`src/rtl/OoO_pkg.sv`:
```
// Shared core types: AXI read/write channel structs and the simple memory request/response port.
package OoO_pkg;

   typedef struct packed {
      logic        awvalid;
      logic [31:0] awaddr;
      logic        wvalid;
      logic [31:0] wdata;
      logic [3:0]  wstrb;
      logic        bready;
   } axi_w_m2s_t;

   typedef struct packed {
      logic awready;
      logic wready;
      logic bvalid;
   } axi_w_s2m_t;

   typedef struct packed {
      logic        arvalid;
      logic [31:0] araddr;
      logic        rready;
   } axi_r_m2s_t;

   typedef struct packed {
      logic        arready;
      logic        rvalid;
      logic [31:0] rdata;
      logic        rlast;
   } axi_r_s2m_t;

   typedef struct packed {
      logic        we;
      logic [31:0] addr;
      logic [31:0] wdata;
      logic [3:0]  wstrb;
   } mem_req_t;

   typedef struct packed {
      logic [31:0] rdata;
      logic        err;
   } mem_rsp_t;

   localparam int unsigned MEM_TIMEOUT_DEFAULT = 1023;

endpackage

```
`src/rtl/mem_axi_master.sv`:
```
// Single-outstanding AXI initiator: turns one load/store request into AXI read or write traffic
// and returns one response; a watchdog forces an error response when the responder hangs.
module mem_axi_master
   import OoO_pkg::*;
#(
   parameter int unsigned TIMEOUT = MEM_TIMEOUT_DEFAULT
) (
   input  logic        clock,
   input  logic        reset,
   input  logic        req_valid,
   output logic        req_ready,
   input  logic        req_we,
   input  logic [31:0] req_addr,
   input  logic [31:0] req_wdata,
   input  logic [3:0]  req_wstrb,
   output logic        rsp_valid,
   input  logic        rsp_ready,
   output logic [31:0] rsp_rdata,
   output logic        rsp_err,
   output axi_w_m2s_t  m_w_m2s,
   input  axi_w_s2m_t  m_w_s2m,
   output axi_r_m2s_t  m_r_m2s,
   input  axi_r_s2m_t  m_r_s2m
);

   typedef enum logic [2:0] {
      IDLE    = 3'd0,
      RD_ADDR = 3'd1,
      RD_DATA = 3'd2,
      WR_REQ  = 3'd3,
      WR_RESP = 3'd4,
      RESP    = 3'd5
   } state_e;

   localparam int unsigned    WD_W     = (TIMEOUT < 2) ? 1 : $clog2(TIMEOUT + 1);
   localparam logic [WD_W-1:0] WD_LIMIT = WD_W'(TIMEOUT);

   state_e          state_q, state_d;
   logic            req_ready_q, req_ready_d;
   logic            rsp_valid_q, rsp_valid_d;
   mem_rsp_t        rsp_q, rsp_d;
   logic            awvalid_q, awvalid_d;
   logic            wvalid_q, wvalid_d;
   logic            arvalid_q, arvalid_d;
   logic            bready_q, bready_d;
   logic            rready_q, rready_d;
   logic [31:0]     addr_q, addr_d;
   logic [31:0]     wdata_q, wdata_d;
   logic [3:0]      wstrb_q, wstrb_d;
   logic            aw_done_q, aw_done_d;
   logic            w_done_q, w_done_d;
   logic [WD_W-1:0] wd_q, wd_d;

   mem_req_t req_in;
   logic     aw_hs, w_hs, ar_hs, r_beat, b_beat, wd_fire, abort;

   function automatic logic in_wait(input state_e s);
      return (s == RD_ADDR) || (s == RD_DATA) || (s == WR_REQ) || (s == WR_RESP);
   endfunction

   assign req_in = '{we: req_we, addr: req_addr, wdata: req_wdata, wstrb: req_wstrb};

   assign aw_hs   = awvalid_q && m_w_s2m.awready;
   assign w_hs    = wvalid_q && m_w_s2m.wready;
   assign ar_hs   = arvalid_q && m_r_s2m.arready;
   assign r_beat  = rready_q && m_r_s2m.rvalid;
   assign b_beat  = bready_q && m_w_s2m.bvalid;
   assign wd_fire = (TIMEOUT != 0) && (wd_q == WD_LIMIT);

   always_comb begin
      state_d   = state_q;
      rsp_d     = rsp_q;
      awvalid_d = awvalid_q;
      wvalid_d  = wvalid_q;
      arvalid_d = arvalid_q;
      addr_d    = addr_q;
      wdata_d   = wdata_q;
      wstrb_d   = wstrb_q;
      aw_done_d = aw_done_q;
      w_done_d  = w_done_q;
      abort     = 1'b0;

      case (state_q)
         IDLE: begin
            if (req_valid && req_ready_q) begin
               addr_d  = req_in.addr;
               wdata_d = req_in.wdata;
               wstrb_d = req_in.wstrb;
               if (req_in.we) begin
                  state_d   = WR_REQ;
                  awvalid_d = 1'b1;
                  wvalid_d  = 1'b1;
                  aw_done_d = 1'b0;
                  w_done_d  = 1'b0;
               end else begin
                  state_d   = RD_ADDR;
                  arvalid_d = 1'b1;
               end
            end
         end
         RD_ADDR: begin
            if (wd_fire) begin
               abort = 1'b1;
            end else if (ar_hs) begin
               arvalid_d = 1'b0;
               state_d   = RD_DATA;
            end
         end
         RD_DATA: begin
            // A beat landing on the watchdog cycle still counts as a good response.
            if (r_beat) begin
               rsp_d   = '{rdata: m_r_s2m.rdata, err: !m_r_s2m.rlast};
               state_d = RESP;
            end else if (wd_fire) begin
               abort = 1'b1;
            end
         end
         WR_REQ: begin
            if (wd_fire) begin
               abort = 1'b1;
            end else begin
               if (aw_hs) begin
                  awvalid_d = 1'b0;
                  aw_done_d = 1'b1;
               end
               if (w_hs) begin
                  wvalid_d = 1'b0;
                  w_done_d = 1'b1;
               end
               if ((aw_done_q || aw_hs) && (w_done_q || w_hs)) begin
                  state_d = WR_RESP;
               end
            end
         end
         WR_RESP: begin
            if (b_beat) begin
               rsp_d   = '{rdata: 32'd0, err: 1'b0};
               state_d = RESP;
            end else if (wd_fire) begin
               abort = 1'b1;
            end
         end
         RESP: begin
            if (rsp_ready) begin
               state_d = IDLE;
            end
         end
         default: begin
            state_d = IDLE;
         end
      endcase

      if (abort) begin
         awvalid_d = 1'b0;
         wvalid_d  = 1'b0;
         arvalid_d = 1'b0;
         rsp_d     = '{rdata: 32'd0, err: 1'b1};
         state_d   = RESP;
      end
   end

   // Outputs are registered off the next state so each one lines up with the state it belongs to.
   always_comb begin
      req_ready_d = (state_d == IDLE);
      rsp_valid_d = (state_d == RESP);
      rready_d    = (state_d != RESP);
      bready_d    = (state_d != RESP);
      wd_d        = in_wait(state_d) ? wd_q + WD_W'(1) : '0;
   end

   always_ff @(posedge clock) begin
      if (reset) begin
         state_q     <= IDLE;
         req_ready_q <= 1'b0;
         rsp_valid_q <= 1'b0;
         rsp_q       <= '0;
         awvalid_q   <= 1'b0;
         wvalid_q    <= 1'b0;
         arvalid_q   <= 1'b0;
         bready_q    <= 1'b1;
         rready_q    <= 1'b1;
         addr_q      <= '0;
         wdata_q     <= '0;
         wstrb_q     <= '0;
         aw_done_q   <= 1'b0;
         w_done_q    <= 1'b0;
         wd_q        <= '0;
      end else begin
         state_q     <= state_d;
         req_ready_q <= req_ready_d;
         rsp_valid_q <= rsp_valid_d;
         rsp_q       <= rsp_d;
         awvalid_q   <= awvalid_d;
         wvalid_q    <= wvalid_d;
         arvalid_q   <= arvalid_d;
         bready_q    <= bready_d;
         rready_q    <= rready_d;
         addr_q      <= addr_d;
         wdata_q     <= wdata_d;
         wstrb_q     <= wstrb_d;
         aw_done_q   <= aw_done_d;
         w_done_q    <= w_done_d;
         wd_q        <= wd_d;
      end
   end

   assign req_ready = req_ready_q;
   assign rsp_valid = rsp_valid_q;
   assign rsp_rdata = rsp_q.rdata;
   assign rsp_err   = rsp_q.err;

   assign m_w_m2s = '{awvalid: awvalid_q, awaddr: addr_q, wvalid: wvalid_q,
                      wdata: wdata_q, wstrb: wstrb_q, bready: bready_q};
   assign m_r_m2s = '{arvalid: arvalid_q, araddr: addr_q, rready: rready_q};

endmodule

```
`config.mk`:
```
export PLATFORM = sky130hd
export DESIGN_NAME = mem_axi_master
export DESIGN_NICKNAME = d
export VERILOG_FILES = /design/src/rtl/OoO_pkg.sv /design/src/rtl/mem_axi_master.sv
export SDC_FILE = /design/constraint.sdc
export NUM_CORES = 1
export LEC_CHECK = 0
export CORE_AREA = 2 2 137 112
export DETAILED_ROUTE_END_ITERATION = 7
export DIE_AREA = 0 0 139 114
export PLACE_DENSITY = 0.78
export SLEW_MARGIN = 20
export SYNTH_ARGS = -nofsm -noshare
export SYNTH_HDL_FRONTEND = slang
export SYNTH_SLANG_ARGS = --single-unit
```
`constraint.sdc`:
```
create_clock -name clock -period 1.72 [get_ports clock]
set_input_delay 0.344 -clock clock [delete_from_list [all_inputs] [get_ports clock]]
set_output_delay 0.344 -clock clock [all_outputs]
set_load 0.03 [all_outputs]
```
Word-level counts from Yosys, hierarchy flattened
Cells that the tools add are included.
{"block": "word_totals", "register_bits": 122, "latchBits": 0, "ram_bits": 0, "romBits": 0, "inputBits": 111, "out_inout_bits": 140, "mem_count": 0}
{"block": "op_classes", "n_addsub": 1, "mul": 0, "div_mod_pow": 0, "magnitude_cmp": 0, "n_eq_ne": 24, "n_shift": 0, "muxes": 40, "n_bitwise": 1, "reduce_logical": 28}
{"cell": "$mux 33", "count": 2}
{"cell": "$pmux 33 s2", "count": 1}
{"cell": "$mux 3", "count": 9}
{"cell": "$mux 1", "count": 20}
{"cell": "$ne 2x2->1 const B", "count": 10}
{"cell": "$pmux 3 s6", "count": 1}
{"cell": "$reduce_and 5->1", "count": 3}
{"cell": "$eq 3x2->1 const B", "count": 4}
{"cell": "$eq 3x3->1 const B", "count": 4}
{"cell": "$add 10x1->10 const B", "count": 1}
{"cell": "$eq 10x10->1 const B", "count": 1}
{"cell": "$pmux 1 s2", "count": 5}
{"cell": "$ne 3x3->1 const B", "count": 3}
{"cell": "$logic_and 1x1->1", "count": 7}
{"cell": "$eq 3x1->1 const B", "count": 2}
{"cell": "$logic_not 3->1", "count": 2}
{"cell": "$reduce_and 3->1", "count": 2}
{"cell": "$reduce_bool 2->1", "count": 3}
{"cell": "$reduce_or 2->1", "count": 3}
{"cell": "$logic_or 1x1->1", "count": 5}
{"cell": "$pmux 1 s3", "count": 1}
{"cell": "$reduce_bool 3->1", "count": 1}
{"cell": "$mux 2", "count": 1}
{"cell": "$reduce_and 2->1", "count": 1}
{"cell": "other kinds (2)", "count": 2}

Longest topological paths before layout
Gate-level depths: netlist of the first run.
{"block": "depth", "word_depth": 13, "depth_mapped": 8}

Least setup slack after synthesis of the first run
No wires, ideal clock.
{"block": "synth_path", "kind": "register to register", "startpoint": "reg req_ready_q, in the netlist req_ready", "endpoint": "reg wd_q[0]", "setup_time_ns": 0.137, "arrival_ns": 1.760, "t_required_ns": 1.583, "setup_slack_ns": -0.177, "stages_incl_launch_ff": 7, "n_path_buf": 1, "synth_period_minus_slack_ns": 1.897, "cell_sequence": "dfxtp_1 and3b_1 and2_1 buf_6 a221o_2 o311ai_4 a211oi_1"}
{"block": "synth_via", "elab_chain_cells": 10}
{"item": "start, declared", "line": "mem_axi_master.sv:39", "text": "logic req_ready_q, req_ready_d;"}
{"item": "start signal, assigned", "line": "mem_axi_master.sv:190", "text": "req_ready_q <= req_ready_d;"}
{"item": "$logic_and 1x1->1 *", "line": "mem_axi_master.sv:85", "text": "if (req_valid && req_ready_q) begin"}
{"item": "$mux 3 *", "line": "mem_axi_master.sv:85"}
{"item": "$pmux 3 s6 *", "line": "mem_axi_master.sv:83", "text": "case (state_q)"}
{"item": "$mux 3 *", "line": "mem_axi_master.sv:153", "text": "if (abort) begin"}
{"item": "$eq 3x1->1 or $eq 3x2->1 (tied branches)", "line": "mem_axi_master.sv:58", "text": "return (s == RD_ADDR) || (s == RD_DATA) || (s == WR_REQ) || (s == WR_RESP);"}
{"item": "$logic_or 1x1->1 (2 in series)", "line": "mem_axi_master.sv:58"}
{"item": "$logic_or 1x1->1 *", "line": "mem_axi_master.sv:58"}
{"item": "$not 1->1 (no line) *"}
{"item": "$reduce_or 2->1 (no line) *"}
{"item": "end signal, assigned", "line": "mem_axi_master.sv:203", "text": "wd_q <= wd_d;"}
{"item": "end, declared", "line": "mem_axi_master.sv:52", "text": "logic [WD_W-1:0] wd_q, wd_d;"}
Mark *: on every way between the ends. The rest lies on a longest branch, timed or not.
A chain may end at the register's enable or synchronous reset.

Worst setup path after layout of the first run
{"block": "layout_path", "startpoint": "reg state_q[1]", "endpoint": "reg wd_q[6]"}
{"block": "layout_via", "elab_chain_cells": 10}
{"item": "start, declared", "line": "mem_axi_master.sv:38", "text": "state_e state_q, state_d;"}
{"item": "start signal, assigned", "line": "mem_axi_master.sv:189", "text": "state_q <= state_d;"}
{"item": "$eq 3x2->1 (tied with other cells)", "line": "mem_axi_master.sv:83"}
{"item": "$reduce_or 2->1 (no line) (tied with other cells)"}
{"item": "$pmux 1 s3 or $pmux 3 s6 (tied branches)", "line": "mem_axi_master.sv:83"}
{"item": "$mux 3 *", "line": "mem_axi_master.sv:153"}
{"item": "$eq 3x1->1 or $eq 3x2->1 (tied branches)", "line": "mem_axi_master.sv:58"}
{"item": "$logic_or 1x1->1 (2 in series)", "line": "mem_axi_master.sv:58"}
{"item": "$logic_or 1x1->1 *", "line": "mem_axi_master.sv:58"}
{"item": "$not 1->1 (no line) *"}
{"item": "$reduce_or 2->1 (no line) *"}
Marks and branches as above.

==> results of run 1 <==
registers in the layout (all words and copies together), names as in the netlist:
register	count
arvalid_q	1
wdata_q	32
rready_q	1
wd_q	10
addr_q	32
rsp_rdata	32
awvalid_q	1
w_done_q	1
wvalid_q	1
req_ready	1
rsp_valid	1
state_q	3
aw_done_q	1
wstrb_q	4
rsp_err	1
report_power, final:
part	switching, mW	total (mW)	internal, mW
Clock	1.28	3.66	2.38
Combinational	1.08	1.94	0.855
Sequential	0.104	3.10	2.99
Total	2.47	8.70	6.23
worst max path at each step:
stage	cells after the start	end	from	slack (ns)
floorplan	6	wd_q[0]	req_ready	-0.12
global placement	7	wd_q[0]	m_r_s2m[33]	-0.45
detailed placement	7	wd_q[0]	m_r_s2m[33]	-0.55
CTS	8	wd_q[0]	state_q[0]	-0.18
global route	7	wd_q[6]	state_q[0]	-0.32
finish	7	wd_q[6]	state_q[1]	-0.25
per-layer routing:
metal | vias to the layer above | global-route usage [%] | share of wire [%] | routed length (um)
li1 | 2555 | - | - | -
met1 | 2477 | 23.08 | 41 | 7041
met2 | 204 | 33.50 | 49 | 8358
met3 | 25 | 7.473 | 7.7 | 1309
met4 | 0 | 7.744 | 1.9 | 325
met5 | - | 0 | 0 | 0
worst register-to-register path: cells and delay by family, from the launching register on:
| family | cells | cell delay [ns] |
|---|---|---|
| AO/OA/AOI/OAI | 2 | 0.60 |
| AND/OR/NAND/NOR | 3 | 0.49 |
| buffers and inverters | 2 | 0.32 |
| flip-flops | 1 | 0.47 |
cells by family (layout without fill, tap and decap cells):
| family | count (synthesis) | in the layout |
|---|---|---|
| AND/OR/NAND/NOR | 247 | 248 |
| XOR/XNOR | 9 | 9 |
| flip-flops | 122 | 122 |
| buffers and inverters | 82 | 364 |
| adder cells (fa/ha/maj) | 1 | 1 |
| AO/OA/AOI/OAI | 147 | 147 |
per-stage QoR:
stage	power, mW	util (%)
after CTS	8.646	58.64
after global routing	9.035	60.63
final	8.698	60.63
after detailed placement	5.008	53.75
after floorplan	4.137	-
after global placement	4.984	53.75
cells in the final DEF, fill, tap and decap left out, drive strengths merged, types with 3 or more instances in the layout:
cell	synthesis	final
buf	47	79
nand3	38	38
inv	4	5
clkdlybuf4s50	0	109
a31oi	3	3
xor2	6	6
xnor2	3	3
nor3	3	3
nand2	176	176
nand4	3	4
nand3b	4	4
clkinvlp	0	4
clkbuf	31	21
dlygate4sd2	0	138
a21oi	109	109
o21ai	4	4
bufinv	0	3
nor2	9	9
clkinv	0	3
dfxtp	122	122
a211oi	13	13
final cells by class:
type,instances,area share (%)
timing repair buffer,329,35.19
sequential,122,27.73
multi-input combinational,405,27.35
clock buffer,20,5.267
tap,189,2.669
clock inverter,11,1.624
inverter,4,0.1694
repair_timing:
| action | CTS | global route |
|---|---|---|
| buffers inserted | 8 | 6 |
| gates resized for setup | 180 | 59 |
| pin swaps | 9 | 21 |
| gates cloned | 3 | 1 |
| setup endpoints to repair | 221 | 83 |
| endpoints found under the hold margin | 0 | 0 |
==> metrics.txt, run 1 <==
status=finished, violations left; failing checks=negative setup slack; final net count=991; Buf/Inv on CP=2; detailed-route wire length per cell=15.77 um; clk_skew=0.01217 ns; via count=5,261; unique cell type count in the Yosys netlist=48; initial antenna violation count=0; CTS tree=built; worst skew pair latency=0.41 ns; Worst R2R Path Depth=7; crit-path cells=nor2_1, and2_2, buf_4, a221oi_4, buf_6, nand4_4, a211oi_2; maximum clock frequency=507.3 MHz; DP HPWL=11,060 um; Post-synth EDFFs=0; drt pass-1 iters=4; final hold vios=0; Crit-path slowest cell=dfxtp_2; CTS Sinks=122; worst reg2reg startpoint=state_q[1]; compound-cell area share of the yosys netlist=17.69%; biggest cell delay along the critical path=0.47 ns; Max-Cap Viols=0; num rows=40; cell family with most CP delay=compound AO/OA/AOI/OAI gates; crit path capture type=flip-flop; crit path max fanout=11; core box area=0.01461 sq mm; dpl ws=-0.5482 ns; Remaining DRCs=0; Worst Min Path Start=wdata_q[24]; simple logic cell fraction of the synthesized area=21.67%; Setup-failing EPs final=53; Syn Nets=720; DIE HEIGHT=114 um; number of H-tree levels=4; Post-DP Area=0.007855 sq mm; DRT iter0 DRCs=302; reg2reg end=wd_q[6]; hold endpoint=wdata_q[24]; IO Pins=251; multi-input logic area=0.002424 sq mm; Seq cells post-synth=122; measured slew at the worst slew-check pin=0.3875 ns; largest net degree at the start of global routing=66; Peak VDD IR=0.0007037 V; # hold bufs at CTS=0; Initial Utilization=33.98%; grt total ovfl=0; Seq/Total Area, Yosys=49.18%; Die X=139 um; WP data arrival=2.29 ns; critical path startpoint category=flip-flop; setup TNS=-8.050 ns; Fill cells=1,295; fin. max-slew vios=0; CTS Buf Count=17; number of global-route vias before repair=5,145; most common cell in the netlist=nand2_1; first-pass GRT wire length=25,210 um; ys flop type=dfxtp_1; Synth top cells by count=nand2_1 (176), dfxtp_1 (122), a21oi_1 (109); Lkg Pwr=3.811 nW; Vias per Instance=4.871; routability cong.=0.8381; multiplexer share of the synthesized area=0%; Post-Place Cells=1,033; fin cells=1,080; antenna-violating nets left=0; Final Cycle Share=114.6%; hold depth=2; Reg2Reg Setup Slack=-0.25 ns; post-synth top area cell=dfxtp_1; Synth top area share=49.18%; clk buf depth=2; Adder-Cell Fraction of Synth Area=0.2520%; Critical Path RT=2.04 ns; Ys Warns=0; Avg Cell Area, Syn=8.168 sq um; Final Cell Area=0.008861 sq mm; Setup WS post-layout=-0.2512 ns; die area=0.01585 sq mm; Final min period=1.971 ns; worst hold slack=0.4473 ns; port buffer count=250; Post-Syn Instances=608; root buf cell=clkbuf_16; Antenna Cells=0; layout cells sized above 1=20.88%; unrepaired setup endpoints after global routing=yes; synth top area cells=dfxtp_1 (49%), nand2_1 (13%), a21oi_1 (11%), buf_4 (6.5%), nand3_1 (3.7%); Register Area=0.002457 sq mm; worst hold-check path type=reg -> reg; synthesized area=0.004966 sq mm; DRT Wirelength=17,030 um; all-layer global routing usage=19.86%; slew margin rel.=74.02%; Synth async-reset ratio=0%; CP Class=reg -> reg; combinational family with the most area after synthesis=simple AND/OR/NAND/NOR gates; Layout area overhead=78.43%; clock slew at reported path FFs=0.06 ns; pwr dens=981.6 mW/mm^2; xor/xnor share of the synthesized area=1.587%
Power figures use the tool's default switching activity.
==> inputs of run 2 (changes only) <==
--- a/config.mk
+++ b/config.mk
@@ -8,7 +8,7 @@
 export CORE_AREA = 2 2 137 112
 export DETAILED_ROUTE_END_ITERATION = 7
 export DIE_AREA = 0 0 139 114
-export PLACE_DENSITY = 0.78
+export PLACE_DENSITY_LB_ADDON = 0.12
 export SLEW_MARGIN = 20
 export SYNTH_ARGS = -nofsm -noshare
 export SYNTH_HDL_FRONTEND = slang
==> metrics.txt, run 2 (synthesized netlist as in run 1, its figures left out) <==
status=finished, violations left; failing checks=negative setup slack; Setup WS post-layout=-0.1868 ns; worst skew pair latency=0.41 ns; Post-DP Area=0.007785 sq mm; Critical Path RT=2.02 ns; Layout area overhead=78.38%; slew margin rel.=66.43%; via count=5,298; die area=0.01585 sq mm; initial antenna violation count=0; Final Cell Area=0.008859 sq mm; fin. max-slew vios=0; # hold bufs at CTS=0; measured slew at the worst slew-check pin=0.5035 ns; reg2reg end=rsp_rdata[12]; CP Class=reg -> reg; worst hold-check path type=in -> reg; Max-Cap Viols=0; clk buf depth=2; unrepaired setup endpoints after global routing=yes; critical path startpoint category=flip-flop; Final min period=1.907 ns; port buffer count=250; Fill cells=1,286; Antenna Cells=0; layout cells sized above 1=20.07%; Final Cycle Share=110.9%; IO Pins=251; Remaining DRCs=0; final hold vios=0; hold depth=2; CTS tree=built; Peak VDD IR=0.0006886 V; Register Area=0.002454 sq mm; maximum clock frequency=524.4 MHz; detailed-route wire length per cell=16.28 um; Worst Min Path Start=reset; multi-input logic area=0.002441 sq mm; CTS Sinks=122; drt pass-1 iters=4; root buf cell=clkbuf_16; Worst R2R Path Depth=8; CTS Buf Count=17; DIE HEIGHT=114 um; routability cong.=0.8449; grt total ovfl=0; Setup-failing EPs final=53; DP HPWL=11,270 um; hold endpoint=wdata_q[18]; DRT iter0 DRCs=263; most common cell after layout, fill and taps aside=nand2_1; pwr dens=977.4 mW/mm^2; final net count=992; Initial Utilization=33.98%; crit path max fanout=6; commonest cells after routing, fill and taps aside=nand2_1 (175), dlygate4sd2_1 (138), dfxtp_1 (117); crit path capture type=flip-flop; Lkg Pwr=3.816 nW; dpl ws=-0.5820 ns; largest net degree at the start of global routing=51; worst reg2reg startpoint=wd_q[1]; Reg2Reg Setup Slack=-0.19 ns; antenna-violating nets left=0; WP data arrival=2.21 ns; core box area=0.01461 sq mm; number of H-tree levels=4; num rows=40; clk_skew=0.007276 ns; all-layer global routing usage=20.43%; number of global-route vias before repair=5,242; Die X=139 um; clock slew at reported path FFs=0.05 ns; first-pass GRT wire length=26,010 um; DRT Wirelength=17,600 um; Vias per Instance=4.901
run 2: cell types whose count changed in the layout (fill, tap and decap cells not counted), moves of 3 or more:
| cell | change |
|---|---|
| clkinvlp_4 | -3 |
| clkbuf_16 | +3 |
| clkbuf_1 | +4 |
| buf_4 | +6 |
| a21oi_2 | -6 |
| a21oi_1 | +4 |
| buf_6 | -5 |
run 2: final cells by class:
cell class	count	share of cell area (%)
clock inverter	7	1.271
timing repair buffer	329	35.07
sequential	122	27.70
tap	189	2.669
inverter	4	0.1695
multi-input combinational	406	27.56
clock buffer	24	5.565
run 2: power by group:
part / switching [mW] / total [mW] / leakage, nW / internal, mW
logic: 1.09 / 1.90 / 2.53 / 0.816
registers: 0.101 / 3.10 / 0.992 / 2.99
clock network: 1.24 / 3.66 / 0.295 / 2.42
total: 2.42 / 8.66 / 3.82 / 6.24
run 2: worst max-delay path: stages, from the launching register on:
cell,delay (ns)
dfxtp_2,0.35
ha_4,0.14
and4_4,0.24
buf_6,0.11
nand3_4,0.09
or3_4,0.43
nand2b_4,0.19
clkbuf_16,0.20
a21oi_2,0.03
run 2: stage by stage:
| step | power [mW] | hold slack (ns) | util [%] | setup TNS [ns] | std cells |
|---|---|---|---|---|---|
| finish | 8.659 | 0.4076 | 60.62 | -7.899 | 1081 |
| global route | 9.009 | 0.4080 | 60.62 | -10.47 | 1081 |
| CTS | 8.597 | 0.3655 | 58.08 | -7.195 | 1070 |
| detailed placement | 4.951 | 0.4416 | 53.27 | -44.94 | 1027 |
| global placement | 4.924 | 0.4347 | 53.27 | -40.89 | 1027 |
| floorplan | 4.137 | 0.4274 | - | -1.038 | 608 |
run 2: worst max path at each step:
| stage | from | end | slack (ns) | cells past startpoint |
|---|---|---|---|---|
| 4_1_cts | wd_q[0] | wd_q[5] | -0.20 | 6 |
| 5_1_grt | state_q[0] | wd_q[3] | -0.26 | 7 |
| 3_5_place_dp | req_valid | wdata_q[3] | -0.58 | 7 |
| 6_report | wd_q[1] | rsp_rdata[12] | -0.19 | 8 |
| 3_3_place_gp | req_valid | wdata_q[3] | -0.53 | 7 |
| 2_1_floorplan | req_ready | wd_q[0] | -0.12 | 6 |
run 2: what timing repair did:
action	in CTS	in global routing
buffers inserted	10	7
endpoints found under the hold margin	0	0
pin swaps	23	13
setup endpoints to repair	216	78
resized for setup	171	59
cloned	2	4
run 2: per-layer routing:
layer  track usage, %  wire length (um)  up-vias
li1                 -                 -     2563
met1            23.44              7228     2520
met2            34.38              8616      181
met3            7.809              1292       34
met4            8.754               467        0
met5                0                 0        -
==> inputs of run 3 (changes only) <==
--- a/config.mk
+++ b/config.mk
@@ -9,6 +9,7 @@
 export DETAILED_ROUTE_END_ITERATION = 7
 export DIE_AREA = 0 0 139 114
 export PLACE_DENSITY_LB_ADDON = 0.12
+export SETUP_SLACK_MARGIN = 0.3
 export SLEW_MARGIN = 20
 export SYNTH_ARGS = -nofsm -noshare
 export SYNTH_HDL_FRONTEND = slang
==> metrics.txt, run 3 (synthesized netlist as in run 1, its figures left out) <==
grt total ovfl=0; most frequent CP cell=o311ai_4; Buf/Inv on CP=2; Die X=139 um; dpl ws=-0.5912 ns; antenna-violating nets left=0; cell family with most CP delay=compound AO/OA/AOI/OAI gates; layout cells sized above 1=37.47%; Setup crit end=wd_q[3]; Register Area=0.002462 sq mm; Setup crit start=state_q[2]; number of global-route vias before repair=5,111; Critical Path RT=2.04 ns; WP data arrival=2.36 ns; measured slew at the worst slew-check pin=0.4883 ns; Final min period=2.038 ns; routability cong.=0.8519; Layout area overhead=71.68%; Fill cells=1,300; via count=5,218; crit path max fanout=5; Remaining DRCs=0; core box area=0.01461 sq mm; largest net degree at the start of global routing=65; DRT iter0 DRCs=290; number of H-tree levels=4; clk_skew=0.005316 ns; maximum clock frequency=490.6 MHz; crit-path cells=buf_6, or4bb_1, a21o_1, o311ai_4, o311ai_4, clkbuf_16, a211oi_2; multi-input logic area=0.002425 sq mm; worst skew pair latency=0.40 ns; IO Pins=251; port buffer count=250; CTS Sinks=122; Lkg Pwr=3.481 nW; worst hold slack=0.2835 ns; DIE HEIGHT=114 um; clock slew at reported path FFs=0.05 ns; Final Cycle Share=118.5%; worst reg2reg startpoint=state_q[2]; DRT Wirelength=16,930 um; Setup WS post-layout=-0.3183 ns; final net count=997; final hold vios=0; Crit path depth=7; setup TNS=-6.933 ns; Crit-path slowest cell=or4bb_1; root buf cell=clkbuf_16; Vias per Instance=4.818; DP HPWL=11,270 um; worst hold-check path type=in -> reg; first-pass GRT wire length=26,160 um; critical path startpoint category=flip-flop; Setup-failing EPs final=53; Max-Cap Viols=0; most common cell after layout, fill and taps aside=nand2_1; # hold bufs at CTS=0; fin. max-slew vios=0; unrepaired setup endpoints after global routing=yes; failing checks=negative setup slack; crit path capture type=flip-flop; Antenna Cells=0; num rows=40; CTS Buf Count=17; status=finished, violations left; CP Class=reg -> reg; CTS tree=built; biggest cell delay along the critical path=0.48 ns; commonest cells after routing, fill and taps aside=nand2_1 (175), buf_2 (121), dfxtp_1 (114); all-layer global routing usage=20.59%; die area=0.01585 sq mm; Peak VDD IR=0.0006596 V; Reg2Reg Setup Slack=-0.32 ns; Worst R2R Path Depth=7; reg2reg end=wd_q[3]; clk buf depth=2; Initial Utilization=33.98%; slew margin rel.=67.32%; pwr dens=991.6 mW/mm^2; detailed-route wire length per cell=15.63 um; initial antenna violation count=0; drt pass-1 iters=5
## run 3: cell types whose count changed in the layout (fill, tap and decap cells not counted), sizes merged, moves of 3 or more
| cell | before | now |
|---|---|---|
| clkinv | 3 | 0 |
| buf | 77 | 208 |
| dlygate4sd2 | 138 | 0 |
| clkdlybuf4s18 | 0 | 3 |
| clkdlybuf4s15 | 2 | 13 |
## run 3: layout make-up
class / count / share of cell area, %
clock buffer: 26 / 5.973
clock inverter: 2 / 0.7044
inverter: 4 / 0.1761
multi-input combinational: 405 / 28.44
sequential: 122 / 28.88
tap: 189 / 2.774
timing repair buffer: 335 / 33.05
## run 3: metal layers
layer | routed length [um] | GRT usage (%)
met1 | 7473 | 26.14
met2 | 8187 | 33.83
met3 | 1075 | 6.339
met4 | 192 | 6.465
met5 | 0 | 0
## run 3: metrics by stage
stage	util (%)	total power [mW]	instance area, sq um	instances
3_5_place_dp	54.53	5.012	7969	1029
4_1_cts	59.61	8.476	8711	1074
2_1_floorplan	-	4.177	5187	608
3_3_place_gp	54.53	4.986	7969	1029
6_report	58.34	8.454	8526	1083
5_1_grt	58.34	8.828	8526	1083
## run 3: worst min path at each step
stage / start / endpoint / slack (ns) / cells past startpoint
6_report: reset / state_q[2] / 0.28 / 2
5_1_grt: reset / state_q[2] / 0.27 / 2
4_1_cts: reset / state_q[2] / 0.26 / 2
3_5_place_dp: wstrb_q[3] / wstrb_q[3] / 0.45 / 2
3_3_place_gp: wdata_q[21] / wdata_q[21] / 0.44 / 2
2_1_floorplan: reset / state_q[0] / 0.41 / 1
## run 3: repair_timing
action | 4_1_cts | 5_1_grt
buffers inserted | 13 | 8
setup endpoints to repair | 243 | 195
gates cloned | 4 | 1
pin swaps | 9 | 21
resized for setup | 582 | 164
## run 3: power breakdown
group / switching (mW) / leakage [nW] / internal (mW)
clock: 1.14 / 0.278 / 2.29
combinational: 1.09 / 2.21 / 0.833
sequential: 0.103 / 0.993 / 3.00
total: 2.33 / 3.48 / 6.12
